**src/rtl/wb_burst_master_pkg.sv**
```systemverilog
// wb_burst_master_pkg
// Shared types and constants for the Wishbone burst initiator:
//   - state_e      : FSM states of the burst master
//   - CTI_*        : Wishbone B3 cycle type identifier encodings
//   - ERR_CNT_W    : width of the read-mismatch counter
//   - BEAT_IDX_W   : width of the beat index (cmd_len is beats minus one)
//   - beat_cti()   : CTI to present for a beat, given whether it is the last
package wb_burst_master_pkg;

  typedef enum logic [1:0] {
    IDLE = 2'd0,
    XFER = 2'd1,
    RESP = 2'd2
  } state_e;

  localparam logic [2:0] CTI_CLASSIC = 3'b000;
  localparam logic [2:0] CTI_INCR    = 3'b010;
  localparam logic [2:0] CTI_EOB     = 3'b111;

  localparam int ERR_CNT_W  = 16;
  localparam int BEAT_IDX_W = 8;

  function automatic logic [2:0] beat_cti(input logic final_beat);
    return final_beat ? CTI_EOB : CTI_INCR;
  endfunction

endpackage

```
**src/rtl/wb_pattern_gen.sv**
```systemverilog
// wb_pattern_gen
// Running data pattern shared by the write path and the read-compare path.
// The registered word always equals seed + idx (mod 2^dw).
// Ports:
//   clk, rst  : clock, synchronous active-high reset
//   load      : start a new pattern at seed, index 0
//   advance   : step to the next beat (word + 1, idx + 1)
//   seed      : pattern seed captured on load
//   word      : current pattern word (registered)
//   idx       : current beat index (registered)
module wb_pattern_gen
  import wb_burst_master_pkg::*;
#(
  parameter int dw = 32
) (
  input  logic                  clk,
  input  logic                  rst,
  input  logic                  load,
  input  logic                  advance,
  input  logic [dw-1:0]         seed,
  output logic [dw-1:0]         word,
  output logic [BEAT_IDX_W-1:0] idx
);

  logic [dw-1:0]         word_q, word_d;
  logic [BEAT_IDX_W-1:0] idx_q, idx_d;

  // Load wins over advance so a new command always starts cleanly.
  always_comb begin
    word_d = word_q;
    idx_d  = idx_q;
    if (load) begin
      word_d = seed;
      idx_d  = '0;
    end else if (advance) begin
      word_d = word_q + dw'(1);
      idx_d  = idx_q + BEAT_IDX_W'(1);
    end
  end

  always_ff @(posedge clk) begin
    if (rst) begin
      word_q <= '0;
      idx_q  <= '0;
    end else begin
      word_q <= word_d;
      idx_q  <= idx_d;
    end
  end

  assign word = word_q;
  assign idx  = idx_q;

endmodule

```
**src/rtl/wb_burst_master.sv**
```systemverilog
// wb_burst_master
// Wishbone B3 incrementing-burst initiator for SDRAM bring-up. Accepts one
// command at a time, writes a seed-based pattern or reads it back and counts
// mismatches. All outputs are registered.
// Ports:
//   wb_clk_i, wb_rst_i          : clock, synchronous active-high reset
//   cmd_valid/cmd_ready         : command handshake
//   cmd_write/addr/len/seed     : burst direction, start byte address,
//                                 beats minus one, pattern seed
//   wb_cyc_o/stb_o/we_o/addr_o/dat_o/sel_o/cti_o, wb_ack_i, wb_dat_i
//                               : Wishbone master port
//   done                        : one-cycle pulse at end of each command
//   timeout                     : command aborted for lack of ack (sticky)
//   err_cnt, first_err_addr     : read mismatch count and first bad address
// Optional feature: define WB_BURST_MASTER_TIMEOUT_EN to abort a burst after
// TIMEOUT consecutive cycles without ack; otherwise XFER waits forever and
// timeout is tied low.
module wb_burst_master
  import wb_burst_master_pkg::*;
#(
  parameter int dw         = 32,
  parameter int app_addr_w = 26,
  parameter int TIMEOUT    = 1024
) (
  input  logic                  wb_clk_i,
  input  logic                  wb_rst_i,
  input  logic                  cmd_valid,
  output logic                  cmd_ready,
  input  logic                  cmd_write,
  input  logic [app_addr_w-1:0] cmd_addr,
  input  logic [7:0]            cmd_len,
  input  logic [dw-1:0]         cmd_seed,
  output logic                  wb_cyc_o,
  output logic                  wb_stb_o,
  output logic                  wb_we_o,
  output logic [app_addr_w-1:0] wb_addr_o,
  output logic [dw-1:0]         wb_dat_o,
  output logic [dw/8-1:0]       wb_sel_o,
  output logic [2:0]            wb_cti_o,
  input  logic                  wb_ack_i,
  input  logic [dw-1:0]         wb_dat_i,
  output logic                  done,
  output logic                  timeout,
  output logic [ERR_CNT_W-1:0]  err_cnt,
  output logic [app_addr_w-1:0] first_err_addr
);

  state_e state_q, state_d;

  logic                  cmd_ready_q, cmd_ready_d;
  logic                  done_q, done_d;
  logic                  cyc_q, cyc_d;
  logic                  we_q, we_d;
  logic [dw/8-1:0]       sel_q, sel_d;
  logic [2:0]            cti_q, cti_d;
  logic [app_addr_w-1:0] addr_q, addr_d;
  logic [7:0]            len_q, len_d;
  logic [ERR_CNT_W-1:0]  err_cnt_q, err_cnt_d;
  logic [app_addr_w-1:0] first_err_addr_q, first_err_addr_d;
  logic                  timeout_q, timeout_d;

  logic                  accept, beat_ack, last_beat, abort;
  logic [dw-1:0]         pat_word;
  logic [BEAT_IDX_W-1:0] pat_idx;

  assign accept    = (state_q == IDLE) && cmd_valid && cmd_ready_q;
  assign beat_ack  = (state_q == XFER) && wb_ack_i;
  assign last_beat = (pat_idx == len_q);

  wb_pattern_gen #(.dw(dw)) u_pattern (
    .clk     (wb_clk_i),
    .rst     (wb_rst_i),
    .load    (accept),
    .advance (beat_ack && !last_beat),
    .seed    (cmd_seed),
    .word    (pat_word),
    .idx     (pat_idx)
  );

`ifdef WB_BURST_MASTER_TIMEOUT_EN
  localparam int TMO_W = $clog2(TIMEOUT + 1);

  logic [TMO_W-1:0] tmo_cnt_q, tmo_cnt_d;

  // Counts consecutive ack-less XFER cycles; abort fires once the count has
  // reached TIMEOUT and this cycle still has no ack.
  always_comb begin
    tmo_cnt_d = tmo_cnt_q;
    if (accept || beat_ack) begin
      tmo_cnt_d = '0;
    end else if (state_q == XFER) begin
      tmo_cnt_d = tmo_cnt_q + TMO_W'(1);
    end
  end

  always_ff @(posedge wb_clk_i) begin
    if (wb_rst_i) begin
      tmo_cnt_q <= '0;
    end else begin
      tmo_cnt_q <= tmo_cnt_d;
    end
  end

  assign abort = (state_q == XFER) && !wb_ack_i && (tmo_cnt_q == TMO_W'(TIMEOUT));
`else
  assign abort = 1'b0;
`endif

  // State register.
  always_ff @(posedge wb_clk_i) begin
    if (wb_rst_i) begin
      state_q <= IDLE;
    end else begin
      state_q <= state_d;
    end
  end

  // Next-state logic.
  always_comb begin
    state_d = state_q;
    case (state_q)
      IDLE:    if (accept) state_d = XFER;
      XFER:    if ((beat_ack && last_beat) || abort) state_d = RESP;
      RESP:    state_d = IDLE;
      default: state_d = IDLE;
    endcase
  end

  // Output logic: next values of every registered output, derived from the
  // state being entered so the bus signals line up with state_q.
  always_comb begin
    cmd_ready_d      = (state_d == IDLE);
    done_d           = (state_d == RESP);
    cyc_d            = (state_d == XFER);
    sel_d            = (state_d == XFER) ? '1 : '0;
    we_d             = we_q;
    cti_d            = cti_q;
    addr_d           = addr_q;
    len_d            = len_q;
    err_cnt_d        = err_cnt_q;
    first_err_addr_d = first_err_addr_q;
    timeout_d        = timeout_q;

    if (accept) begin
      we_d             = cmd_write;
      addr_d           = cmd_addr;
      len_d            = cmd_len;
      cti_d            = beat_cti(cmd_len == 8'd0);
      err_cnt_d        = '0;
      first_err_addr_d = '0;
      timeout_d        = 1'b0;
    end

    if (beat_ack) begin
      // err_cnt saturates, so a zero count marks the first mismatch.
      if (!we_q && (wb_dat_i != pat_word)) begin
        if (err_cnt_q != '1) err_cnt_d = err_cnt_q + ERR_CNT_W'(1);
        if (err_cnt_q == '0) first_err_addr_d = addr_q;
      end
      if (!last_beat) begin
        addr_d = addr_q + app_addr_w'(dw / 8);
        cti_d  = beat_cti((pat_idx + BEAT_IDX_W'(1)) == len_q);
      end
    end

    if (abort) timeout_d = 1'b1;

    if (state_d != XFER) begin
      we_d  = 1'b0;
      cti_d = CTI_CLASSIC;
    end
  end

  always_ff @(posedge wb_clk_i) begin
    if (wb_rst_i) begin
      cmd_ready_q      <= 1'b0;
      done_q           <= 1'b0;
      cyc_q            <= 1'b0;
      we_q             <= 1'b0;
      sel_q            <= '0;
      cti_q            <= CTI_CLASSIC;
      addr_q           <= '0;
      len_q            <= '0;
      err_cnt_q        <= '0;
      first_err_addr_q <= '0;
      timeout_q        <= 1'b0;
    end else begin
      cmd_ready_q      <= cmd_ready_d;
      done_q           <= done_d;
      cyc_q            <= cyc_d;
      we_q             <= we_d;
      sel_q            <= sel_d;
      cti_q            <= cti_d;
      addr_q           <= addr_d;
      len_q            <= len_d;
      err_cnt_q        <= err_cnt_d;
      first_err_addr_q <= first_err_addr_d;
      timeout_q        <= timeout_d;
    end
  end

  assign cmd_ready      = cmd_ready_q;
  assign done           = done_q;
  assign wb_cyc_o       = cyc_q;
  assign wb_stb_o       = cyc_q;
  assign wb_we_o        = we_q;
  assign wb_sel_o       = sel_q;
  assign wb_cti_o       = cti_q;
  assign wb_addr_o      = addr_q;
  assign wb_dat_o       = pat_word;
  assign err_cnt        = err_cnt_q;
  assign first_err_addr = first_err_addr_q;
`ifdef WB_BURST_MASTER_TIMEOUT_EN
  assign timeout        = timeout_q;
`else
  assign timeout        = 1'b0;
`endif

endmodule

```
**config.mk**
```make
export PLATFORM = sky130hd
export DESIGN_NAME = wb_burst_master
export DESIGN_NICKNAME = d
export VERILOG_FILES = /design/src/rtl/wb_burst_master_pkg.sv /design/src/rtl/wb_pattern_gen.sv /design/src/rtl/wb_burst_master.sv
export SDC_FILE = /design/constraint.sdc
export NUM_CORES = 1
export LEC_CHECK = 0
export CORE_AREA = 2 2 114 116
export DETAILED_ROUTE_END_ITERATION = 6
export DIE_AREA = 0 0 116 118
export DONT_BUFFER_PORTS = 1
export PLACE_DENSITY = 0.82
export SYNTH_ARGS = -nofsm -noshare
export SYNTH_HDL_FRONTEND = slang
export SYNTH_SLANG_ARGS = --single-unit
```
**constraint.sdc**
```tcl
create_clock -name wb_clk_i -period 3.1 [get_ports wb_clk_i]
set_input_delay 0.62 -clock wb_clk_i [delete_from_list [all_inputs] [get_ports wb_clk_i]]
set_output_delay 0.62 -clock wb_clk_i [all_outputs]
set_load 0.01 [all_outputs]
```
==> results of run 1 <==
## layout make-up
| class | count | share of cell area [%] |
|---|---|---|
| multi-input combinational | 627 | 52.7 |
| timing repair buffer | 21 | 2.28 |
| inverter | 9 | 0.453 |
| clock buffer | 19 | 5.93 |
| tap | 172 | 2.88 |
| sequential | 125 | 33.5 |
| clock inverter | 13 | 2.21 |
## power by group through the flow
stage	combinational [mW]	sequential, mW	clock, mW
after floorplan	0.317	1.84	0
after global placement	0.379	1.87	0
after detailed placement	0.387	1.87	0
after CTS	0.390	1.83	2.08
after global routing	0.433	1.85	2.16
final	0.392	1.84	2.05
## worst min path at each step
| stage | to | cells after the start |
|---|---|---|
| 2_1_floorplan | len_q[0] | 2 |
| 3_3_place_gp | len_q[5] | 2 |
| 3_5_place_dp | len_q[0] | 2 |
| 4_1_cts | err_cnt[5] | 1 |
| 5_1_grt | u_pattern.word[28] | 1 |
| 6_report | err_cnt[5] | 1 |
## flip-flops by register name, indices dropped and copies added, names as in the netlist
signal / flops
u_pattern.word: 32
u_pattern.idx: 8
wb_we_o: 1
wb_addr_o: 26
err_cnt: 16
done: 1
cmd_ready: 1
wb_cti_o: 3
first_err_addr: 26
len_q: 8
wb_sel_o: 1
state_q: 2
## cell usage in the layout, fill, tap and decap left out, types with 17 or more instances in the layout
cell                        count
sky130_fd_sc_hd__xnor2_1       23
sky130_fd_sc_hd__mux2i_1       21
sky130_fd_sc_hd__clkbuf_16     17
sky130_fd_sc_hd__a21oi_1       41
sky130_fd_sc_hd__o21ai_0       25
sky130_fd_sc_hd__nor2_1        91
sky130_fd_sc_hd__dfxtp_1      125
sky130_fd_sc_hd__nor4_1        30
sky130_fd_sc_hd__nor3_1        25
sky130_fd_sc_hd__and2_1        23
sky130_fd_sc_hd__xor2_1        54
sky130_fd_sc_hd__a211oi_1      29
sky130_fd_sc_hd__nand2_1       75
sky130_fd_sc_hd__nand3_1       31
sky130_fd_sc_hd__nand4_1       17
sky130_fd_sc_hd__buf_4         20
sky130_fd_sc_hd__o211ai_1      19
## worst reg2reg max path, stage by stage (launching register included)
cell and delay (ns):
sky130_fd_sc_hd__dfxtp_1 0.46, sky130_fd_sc_hd__xor2_1 0.16, sky130_fd_sc_hd__or4_1 0.70, sky130_fd_sc_hd__o21ai_4 0.51
sky130_fd_sc_hd__buf_4 0.26, sky130_fd_sc_hd__nor4_1 0.08, sky130_fd_sc_hd__xnor2_1 0.12, sky130_fd_sc_hd__a211oi_1 0.25
## metrics by stage
step | std cells | setup slack (ns) | utilization [%] | area (um^2) | hold slack (ns)
6_report | 986 | 0.466 | 60.1 | 7460 | 0.279
5_1_grt | 986 | 0.290 | 60.1 | 7460 | 0.261
4_1_cts | 986 | 0.474 | 60.1 | 7460 | 0.255
3_5_place_dp | 954 | 0.381 | 55.2 | 6860 | 0.460
3_3_place_gp | 954 | 0.453 | 55.2 | 6860 | 0.453
2_1_floorplan | 819 | 0.812 | - | 6740 | 0.448
## cells by family after synthesis
family                   Yosys count  synth area share (%)
AO/OA/AOI/OAI                    167                  16.8
XOR/XNOR                          77                  10.0
adder cells (fa/ha/maj)            5                 0.928
buffers and inverters             67                  4.90
flip-flops                       125                  37.1
multiplexers                      23                  3.45
other                              1                0.0556
AND/OR/NAND/NOR                  354                  26.7
## metal layers
metal / GRT usage (%) / vias up / part of all wire, %
li1: - / 2934 / -
met1: 35.1 / 2921 / 43
met2: 42.5 / 243 / 48
met3: 8.08 / 26 / 7.4
met4: 8.85 / 0 / 1.3
met5: 0 / - / 0
==> impl.org, run 1 <==
** Timing
- The count of final hold-check violations is 0.
- Clk_skew :: 0.00860 ns
- Upper clock frequency limit :: 380 MHz
- Setup violations remaining at the end of the flow were counted as 0.
- The worst path uses 85.0% of the clock period.
- At the pin with the least slew margin, the transition time is 0.726 ns.
- For the finished layout, the period the worst path requires is 2.63 ns.
- Setup repair after global routing left no endpoint under its margin.
- The final count of pins violating max slew was 0.
- Relative max-transition margin :: 51.6%
- Final setup TNS :: 0 ns

** Synthesis
- Total number of yosys warnings :: 0
- Synth async-reset ratio :: 0%
- Number of flops mapped to enable cells by yosys :: 0
- Cell variety after synth :: slightly below 70
- Summed over all instances, the cell type with the most area after synthesis is sky130_fd_sc_hd__dfxtp_1.
- Commonest register cell after synthesis :: sky130_fd_sc_hd__dfxtp_1
- Avg Inst Size Synth :: 8.23 um^2
- After synthesis the cells add up to 6740 um^2.
- After technology mapping, the gate count stands at 819.
- Most area-consuming cells after synthesis :: sky130_fd_sc_hd__dfxtp_1 (37%), sky130_fd_sc_hd__xor2_1 (7.0%), sky130_fd_sc_hd__nor2_1 (5.1%)
- The most common cell in the synthesized netlist is sky130_fd_sc_hd__dfxtp_1.
- The synthesized design contains 125 register bits.
- Top cells by count, synth :: sky130_fd_sc_hd__dfxtp_1 (125), sky130_fd_sc_hd__nor2_1 (91), sky130_fd_sc_hd__nand2_1 (75)
- Fraction of post-synthesis cell area in the top cell type by area :: about 37%
- Summing the sequential cell areas from Yosys gives a little under two fifths of the chip area.
- Mapped Nets :: around 900

** Setup path
- For flop-to-flop paths, the worst setup slack is 0.47 ns.
- Of all nets on the critical path, the largest fanout is 17.
- At the worst endpoint, the required time is between 3 and 4 ns.
- Buf+Inv Stages, Crit Path :: 1
- Walking the worst path, the cells encountered are xor2_1 > or4_1 > o21ai_4 > buf_4 > nor4_1 > xnor2_1 > a211oi_1.
- Stages on worst setup path :: 7
- Largest stage delay on the critical path :: 0.70 ns
- The setup path with the least slack is of type flop to flop.
- Capturing point of the worst reg2reg path :: u_pattern.word[19]
- Startpoint of the worst-slack reg-to-reg timing path :: u_pattern.idx[2]
- Worst Reg2Reg Path Length in Cells :: 7
- Worst path top cell family by delay :: simple AND/OR/NAND/NOR gates
- STA classifies the critical path startpoint as a flop.
- Tracing the worst setup path back leads to its startpoint at u_pattern.idx[2].
- The critical path ends at u_pattern.word[19].
- For the worst setup path, the data arrival time is 2.96 ns.
- The worst setup path is captured at a flop.
- On the critical path, the stage with the largest delay is an instance of sky130_fd_sc_hd__or4_1.

** Global routing
- Remaining global-route overflow :: 0
- Largest net degree at the start of global routing :: 102
- Global-route usage over all layers :: ~27%
- The via count of the first global-routing pass came to 5545.
- Wire length of the first global-routing pass :: between 20 and 30 mm
- Number of antenna violations at the first check in global routing :: 0

** Clock tree
- Number of sinks handled by clock tree synthesis :: 125
- CTS Hold Buffers Added :: 0
- In this run, CTS created clock tree buffers numbering 17.
- Buffer cell driving the clock tree root :: sky130_fd_sc_hd__clkbuf_16
- The H-tree was split into 4 levels.
- After clock tree synthesis, the clock-pin slew on the worst setup and hold paths is 0.06 ns.
- The number of gates resized after CTS was 0.
- Counting along the longest clock path gives a buffer depth of 2.
- The clock reaches the later pin of the worst-skew pair after ~0.42 ns.
- Clock tree from TritonCTS :: done
- Post-CTS Setup Repair Bufs :: 0

** Floorplanning
- Number of rows in the core area :: about 40
- Total Die Area :: around 14000 um^2
- Io pins :: approximately 220
- The initial utilization of the core area, before any placement, comes to 54.3%.
- After floorplanning, the core was sized to cover 12400 um^2.
- In this run the vertical extent of the chip is approximately 120 um.
- DIE WIDTH :: 116 um

** Finish
- Diode count :: 0
- Relative to the synthesized area, the layout overhead comes to 10.7%.
- Area of combinational cells with multiple inputs :: about 3900 um^2
- After filler insertion, the fill cell instance count of the layout stands at 1134.
- Area occupied by registers :: 2500 um^2
- The post-route netlist has 9.34% of its cells at a drive strength greater than 1.
- The final layout contains 909 nets.

** Pwr
- Power Dens Cells :: between 500 and 600 nW/um^2
- Cell internal power was estimated by the tool at 3.13 mW.
- Registers are responsible for 42.9% of the overall power.
- Maximum vdd ir drop :: 0.374 mV
- The share of total power dissipated in combinational logic is under 10%.
- Switching portion of total power :: 26.8%
- Power dissipated by switching net loads :: 1.15 mW
- The analysis attributes to cell leakage a power of 2.76 nW.
- Share of power burned in the clock network :: 48.0%
- The design draws about 4.3 mW.

** Run status
- The flow ran to the end, and the final reports show no timing, DRC or antenna violations.

** Route
- Final routed DRC violation total :: 0
- Final ANT Viol Nets :: 0
- Average via count per standard cell :: 6.21
- Dividing the detail-routed wire length by the instance count gives 18.9 um.
- Detailed Routing Iterations Pass 1 :: 5
- After detailed routing, the total wire length is between 15 and 20 mm.
- In this run, the number of DRC markers left after iteration 0 of detailed routing was about 460.
- For this block, the via count after detailed routing is ~6000.

** Hold path
- Start point of the worst hold path :: wb_rst_i
- Path type of the worst min-delay path :: primary input to flop

** Run
- Across the run, the number of max-cap violations was 0.

** Placement
- Number of I/O port buffers :: 0
- Detailed Place HPWL :: between 10 and 15 mm
- Routability-driven placement finished with a final weighted congestion of approximately 0.9.
Power figures use the tool's default switching activity.
==> inputs of run 2 (changes only) <==
--- a/config.mk
+++ b/config.mk
@@ -9,7 +9,7 @@
 export DETAILED_ROUTE_END_ITERATION = 6
 export DIE_AREA = 0 0 116 118
 export DONT_BUFFER_PORTS = 1
-export PLACE_DENSITY = 0.82
+export PLACE_DENSITY = 0.84
 export SYNTH_ARGS = -nofsm -noshare
 export SYNTH_HDL_FRONTEND = slang
 export SYNTH_SLANG_ARGS = --single-unit
==> constraint.sdc (replaced) <==
create_clock -name wb_clk_i -period 2.2 [get_ports wb_clk_i]
set_input_delay 0.44 -clock wb_clk_i [delete_from_list [all_inputs] [get_ports wb_clk_i]]
set_output_delay 0.44 -clock wb_clk_i [all_outputs]
set_load 0.01 [all_outputs]
==> run 2 against run 1 <==
  * Sequential power is 37% higher
  * Utilization is 6.8 points higher
  * Cell area is 11% higher
  * Critical endpoint is now err_cnt[13]
==> impl.org, run 2 (same netlist as run 1, synthesis figures left out) <==
** Pwr
- Pleak :: 3.23 nW
- Overall power consumption after layout is estimated at 6.18 mW.
- Flop pwr share :: 40.8%
- Switching portion of total power :: between 20% and 30%
- In this run the power density over the cells is 744 nW/um^2.
- IR analysis of the VDD net gives a maximum drop of 0.512 mV.
- In this run the power spent charging and discharging nets is 1.64 mW.
- The clock network is responsible for 46.4% of the overall power.
- Internal power comes to 4.53 mW.
- The share of total power dissipated in combinational logic is between 10% and 20%.

** Global routing
- The via count of the first global-routing pass came to 6189.
- Number of antenna violations at the first check in global routing :: 0
- Global-route usage over all layers :: 29.4%
- Wire length of the first global-routing pass :: 31.8 mm
- Remaining global-route overflow :: 0
- Entering global routing, the biggest net connects 102 pins.

** Placement
- Counting tap cells, the placed design contains a total of 1036 instances.
- Summed over all nets, the half-perimeter wirelength after detailed placement is between 10 and 15 mm.
- Number of I/O port buffers :: 0
- Gp weighted congestion :: between 0.9 and 1

** Hold path
- The tightest min-delay check is of the primary input to flop type.
- Start point of the worst hold path :: wb_rst_i

** Finish
- Fraction of final layout cells with drive strength greater than 1 :: about 20%
- Syn-to-layout area delta :: 23.2%
- Once layout is complete, the cells apart from fillers number 1073.
- The final layout contains 998 nets.
- Diode count :: 0
- Fill cell instance count of the final layout :: roughly 1000
- Most common cell after layout, fill and taps aside :: sky130_fd_sc_hd__dfxtp_1
- The register with the most flip-flops in the layout has 32 of them.
- In the layout the commonest cells are sky130_fd_sc_hd__dfxtp_1 (120), sky130_fd_sc_hd__buf_4 (102), sky130_fd_sc_hd__nor2_1 (91), sky130_fd_sc_hd__nand2_1 (75), sky130_fd_sc_hd__xor2_1 (53).
- Cells fill 66.9% of the core in the end.

** Setup path
- Sort of element at the start of the critical path :: flop
- For the worst setup path, the data required time is approximately 2.5 ns.
- Category of the most critical setup path :: flop to flop
- The worst register-to-register path begins at u_pattern.word[16].
- STA classifies the critical path endpoint as a flop.
- At the worst endpoint, the arrival time is about 2.5 ns.
- In this run the worst setup path begins at u_pattern.word[16].
- Along the worst path, the maximum fanout reaches 4.

** Timing
- Clock period minus final worst setup slack :: about 2.2 ns
- Tightest Pin Transition :: ~0.63 ns
- The final count of pins violating max slew came to 0.
- The count of final hold-check violations came to 0.
- Between clock sinks in the finished design, the worst skew comes to 0.00879 ns.
- Hold is met by approximately 0.096 ns.
- Dividing the final minimum period by the clock period gives 98.4%.
- Measured against its own limit, the worst slew margin works out to 58.1%.
- Timing would allow up to 462 MHz.
- Setup violations remaining at the end of the flow were counted as 0.
- Setup repair after global routing could not meet its margin everywhere.

** Clock tree
- Clock-pin slew was measured on the worst setup and hold paths at around 0.06 ns.
- For the worst-skew pair, the clock arrives at the later sink with an insertion delay of approximately 0.42 ns.
- CTS built an H-tree with a depth of 4.
- Clock tree synthesis found a total of 125 sinks.
- In this run the clock root is driven by a sky130_fd_sc_hd__clkbuf_16.
- In this run, CTS created clock tree buffers numbering 17.
- TritonCTS built the clock tree.
- The clock passes through at most 2 buffers.

** Route
- Across all layers, the routed design uses 6613 vias.
- Initial DRC Count :: ~720
- Detailed Routing Iterations Pass 1 :: 7
- After detailed routing, the total wire length is 20.5 mm.
- Final routed DRC violation total :: 0
- Wire per inst :: 19.1 um
- Using the TritonRoute via totals, the vias-per-cell ratio works out to 6.16.
- Final ANT Viol Nets :: 0

** Floorplanning
- The region available for standard cell placement spans 12400 um^2.
- The die covers 13700 um^2.
- DIE WIDTH :: 116 um
- Starting density of the core :: between 50 and 60%
- Number of rows in the core area :: between 40 and 50
- Die Y :: between 100 and 150 um
- between 200 and 250 I/O pins were placed.

** Run status
- The run finished with clean final reports.

** Run
- Max-cap violations in this run came to 0.
[run 2: cell types whose count changed in the layout (fill, tap and decap cells not counted), moves of 2 or more]
cell                         delta
sky130_fd_sc_hd__dfxtp_2        +4
sky130_fd_sc_hd__or4_4          +2
sky130_fd_sc_hd__nor4_2         +4
sky130_fd_sc_hd__buf_4         +82
sky130_fd_sc_hd__xnor2_2        +2
sky130_fd_sc_hd__or4_1          -2
sky130_fd_sc_hd__inv_6          -2
sky130_fd_sc_hd__nor4_1         -4
sky130_fd_sc_hd__xnor2_1        -2
sky130_fd_sc_hd__clkinvlp_4     +3
sky130_fd_sc_hd__dfxtp_1        -5
sky130_fd_sc_hd__buf_12         +6
sky130_fd_sc_hd__clkinv_4       -3
[run 2: path summary, 6_finish.rpt]
kind / to / slack, ns / cells after the start
max reg2reg: err_cnt[13] / 0.03 / 8
min reg2reg: len_q[0] / 0.48 / 2
min: err_cnt[12] / 0.1 / 1
max: err_cnt[13] / 0.03 / 8
[run 2: metrics by stage]
stage | setup TNS [ns] | cell area, um^2 | setup WS (ns)
after floorplan | 0 | 6750 | 0.0105
after detailed placement | -0.230 | 7550 | -0.0852
after CTS | 0 | 8170 | 0.0109
after global routing | -0.198 | 8300 | -0.0426
after global placement | -0.0297 | 7550 | -0.0297
final | 0 | 8300 | 0.0344
[run 2: critical path: stages, from the launching register on]
cell                      delay, ns
sky130_fd_sc_hd__dfxtp_1       0.35
sky130_fd_sc_hd__xor2_1        0.19
sky130_fd_sc_hd__nor4_1        0.28
sky130_fd_sc_hd__buf_4         0.16
sky130_fd_sc_hd__nand4_1       0.09
sky130_fd_sc_hd__buf_4         0.18
sky130_fd_sc_hd__o21ai_1       0.29
sky130_fd_sc_hd__or4_1         0.19
sky130_fd_sc_hd__mux2_2        0.33
[run 2: final cells by class]
type	count	area (um^2)	share of cell area (%)
Timing Repair Buffer	110	917	11.0
Clock buffer	19	453	5.46
Clock inverter	11	144	1.73
Inverter	9	33.8	0.407
Tap cell	172	215	2.59
Sequential cell	125	2510	30.2
Multi-Input combinational cell	627	4030	48.5
[run 2: per-layer routing]
metal / vias up / GRT usage, % / routed length [um]
met1: 3142 / 37.1 / 8260
met4: 0 / 12.2 / 563
met2: 324 / 46.8 / 9890
met3: 49 / 8.29 / 1750
li1: 3098 / - / -
met5: - / 0 / 0
[run 2: timing repair]
action	4_1_cts	5_1_grt
hold buffers	0	0
pin swaps	1	5
resized for setup	4	20
setup buffers	0	7
cloned	0	0
setup endpoints to repair	6	31
[run 2: power groups by stage]
stage | registers [mW] | logic, mW | clock network (mW)
2_1_floorplan | 2.59 | 0.447 | 0
3_3_place_gp | 2.56 | 0.725 | 0
3_5_place_dp | 2.56 | 0.741 | 0
4_1_cts | 2.52 | 0.758 | 2.88
5_1_grt | 2.54 | 0.857 | 2.97
6_report | 2.52 | 0.790 | 2.86
==> inputs of run 3 (changes only) <==
--- a/config.mk
+++ b/config.mk
@@ -5,11 +5,11 @@
 export SDC_FILE = /design/constraint.sdc
 export NUM_CORES = 1
 export LEC_CHECK = 0
-export CORE_AREA = 2 2 114 116
+export CORE_AREA = 5 5 117 119
 export DETAILED_ROUTE_END_ITERATION = 6
-export DIE_AREA = 0 0 116 118
+export DIE_AREA = 0 0 122 124
 export DONT_BUFFER_PORTS = 1
-export PLACE_DENSITY = 0.84
+export PLACE_DENSITY = 0.82
 export SYNTH_ARGS = -nofsm -noshare
 export SYNTH_HDL_FRONTEND = slang
 export SYNTH_SLANG_ARGS = --single-unit
==> constraint.sdc (replaced) <==
create_clock -name wb_clk_i -period 2.7 [get_ports wb_clk_i]
set_input_delay 0.54 -clock wb_clk_i [delete_from_list [all_inputs] [get_ports wb_clk_i]]
set_output_delay 0.54 -clock wb_clk_i [all_outputs]
set_load 0.01 [all_outputs]
==> run 3 against run 2 <==
  * Die area grew 11%
  * Clock skew grew 0.0021 ns
  * Register-to-register slack gained 0.14 ns
  * Via count shrank 6.1%
  * Highest routed layer unchanged
  * Final cell count shrank 6.5%
  * Largest cell class unchanged
  * Critical path depth shrank 2
  * Total power shrank 21%
  * Worst setup slack gained 0.14 ns
  * Fmax shrank 14%
==> impl.org, run 3 (same netlist as run 1, synthesis figures left out) <==
** Clock tree
- Buffer cell driving the clock tree root :: sky130_fd_sc_hd__clkbuf_16
- At the later pin of the worst-skew pair, clock insertion delay measures 0.42 ns.
- Post-CTS Setup Repair Bufs :: 0
- Clock tree from TritonCTS :: done
- CTS max path bufs :: 2
- Buffers inserted during clock tree synthesis total 17.
- After clock tree synthesis, the clock-pin slew on the worst setup and hold paths is 0.06 ns.
- Number of H-tree levels :: 4
- Number of sinks handled by clock tree synthesis :: 125
- CTS Hold Buffers Added :: 0

** Setup path
- Reg-to-reg slack, setup :: 0.17 ns
- Counting buffers and inverters, the worst setup path is 6 cells deep.
- The signal on the critical path passes through and4_1 > and4_2 > o2111ai_2 > or4_4 > or2_0 > a31oi_1.
- Buf+Inv Stages, Crit Path :: 0
- In this run the worst setup path begins at u_pattern.word[5].
- Along the worst path, the maximum fanout reaches 15.
- Capturing point of the worst reg2reg path :: u_pattern.word[31]
- Largest stage delay on the critical path :: 0.62 ns
- Worst Path Arrival :: 2.87 ns
- Grouping stages by cell kind, the critical path spends the most delay in simple AND/OR/NAND/NOR gates.
- The slowest stage of the critical path is the sky130_fd_sc_hd__or4_4 cell.
- STA classifies the critical path startpoint as a flop.
- Data on the critical path is required at its endpoint by 3.04 ns.
- Category of the most critical setup path :: flop to flop
- Startpoint of the worst-slack reg-to-reg timing path :: u_pattern.word[5]
- CP Capture Type :: flop
- Worst Reg2Reg Path Length in Cells :: 6
- In this run the worst setup path terminates at u_pattern.word[31].

** Route
- Detailed Routing Iterations Pass 1 :: 5
- Summing over every cut layer, the via total after detailed routing is 6211.
- Final routed DRC violation total :: 0
- After detailed routing, the number of vias per cell comes to slightly above 6.
- Dividing the detail-routed wire length by the instance count gives 19.5 um.
- In this run the remaining antenna-violating nets after routing total 0.
- Initial DRC Count :: 567
- Routed wire length :: 19.6 mm

** Finish
- Total Nets Final :: around 900
- Commonest cells after routing, fill and taps aside :: sky130_fd_sc_hd__dfxtp_1 (125), sky130_fd_sc_hd__nor2_1 (91), sky130_fd_sc_hd__nand2_1 (75), sky130_fd_sc_hd__xor2_1 (54), sky130_fd_sc_hd__a21oi_1 (41)
- The library cell used most frequently in the layout, excluding fill and tap cells, is sky130_fd_sc_hd__dfxtp_1.
- Fraction of final layout cells with drive strength greater than 1 :: 11.3%
- The register with the most flip-flops in the layout has 32 of them.
- Diode count :: 0
- Syn-to-layout area delta :: 12.5%
- Post-route cell area :: 7580 um^2

** Placement
- Gp weighted congestion :: 0.931
- Summed over all nets, the half-perimeter wirelength after detailed placement is 14.0 mm.
- Input and output buffers added on the ports amount to 0.
- Post-place instance area :: 6980 um^2

** Global routing
- Global-route usage over all layers :: approximately 25%
- Wire length of the first global-routing pass :: 30.3 mm
- The initial antenna violation count is 0.
- Summed over all layers, the global routing overflow is 0.
- Largest net degree at the start of global routing :: 102
- Via count of the first global-routing pass :: 5817

** Timing
- Headroom to the max-slew limit came out at 54.9%.
- RSZ-0062 raised after global routing :: true
- Tightest Pin Transition :: 0.671 ns
- The count of final hold-check violations was 0.
- Across the routed clock network, the largest skew measured is approximately 0.011 ns.
- For this run, the top clock speed supported by timing is roughly 400 MHz.
- The worst path needs approximately 2.5 ns of the cycle, external delays included.
- Period Utilization, post-route :: 93.6%
- Setup violations remaining at the end of the flow were counted as 0.
- The final count of pins violating max slew came to 0.

** Pwr
- Power Dens Cells :: roughly 640 nW/um^2
- Pleak :: between 2 and 3 nW
- Maximum vdd ir drop :: 0.510 mV
- Design Power :: 4.89 mW

** Floorplanning
- DIE WIDTH :: around 120 um
- Io pins :: 216
- Once the floorplan was initialized, standard cells occupied 54.1% of the core.
- Total Die Area :: 15100 um^2
- Die Y :: 124 um
- Number of rows in the core area :: 41
- Area of the placeable core :: ~12000 um^2

** Hold path
- Path type of the worst min-delay path :: primary input to flop
- Along the worst hold path, the cell count comes to 1.

** Run
- The tool flagged a number of max-cap violations equal to 0.

** Run status
- The run finished with clean final reports.
run 3: what timing repair did:
item,in CTS,in global routing
gates resized for setup,0,0
hold endpoints to repair,0,0
setup endpoints to repair,0,5
run 3: where the power goes:
| group | switching (mW) | leakage (nW) | total [mW] | internal [mW] |
|---|---|---|---|---|
| combinational | 0.292 | 1.53 | 0.488 | 0.196 |
| sequential | 0.158 | 1.02 | 2.09 | 1.93 |
| clock | 0.905 | 0.292 | 2.30 | 1.40 |
run 3: worst min path at each step:
stage               startpoint                end  slack [ns]
global placement      len_q[6]           len_q[6]        0.45
global route          wb_rst_i  first_err_addr[0]        0.17
detailed placement    len_q[5]           len_q[5]        0.46
floorplan             len_q[0]           len_q[0]        0.45
finish                wb_rst_i         err_cnt[7]        0.20
CTS                   wb_rst_i        err_cnt[14]        0.18
run 3: layout make-up:
type | instances | area (um^2)
inverters | 9 | 33.8
flip-flops and latches | 125 | 2500
repair buffers | 38 | 298
clock inverters | 14 | 156
well taps | 172 | 215
multi-input cells | 627 | 3940
clock buffers | 18 | 439
fillers | 1098 | 4890
run 3: per-stage QoR:
step / TNS (ns) / worst slack, ns / utilization, % / hold slack (ns) / cells
after floorplan: 0 / 0.442 / - / 0.448 / 819
after global routing: -0.0157 / -0.00977 / 60.8 / 0.174 / 1003
after global placement: 0 / 0.227 / 56.0 / 0.453 / 971
after CTS: 0 / 0.184 / 60.8 / 0.182 / 1003
final: 0 / 0.174 / 60.8 / 0.204 / 1003
after detailed placement: 0 / 0.200 / 56.0 / 0.459 / 971
run 3: routing by layer:
metal | part of all wire [%] | vias to the layer above | global-route usage, % | wire [um]
li1 | - | 2967 | - | -
met2 | 48 | 303 | 40.5 | 9360
met1 | 41 | 2899 | 32.1 | 8090
met4 | 2.1 | 0 | 8.47 | 416
met3 | 8.8 | 42 | 8.27 | 1720
met5 | 0 | - | 0 | 0
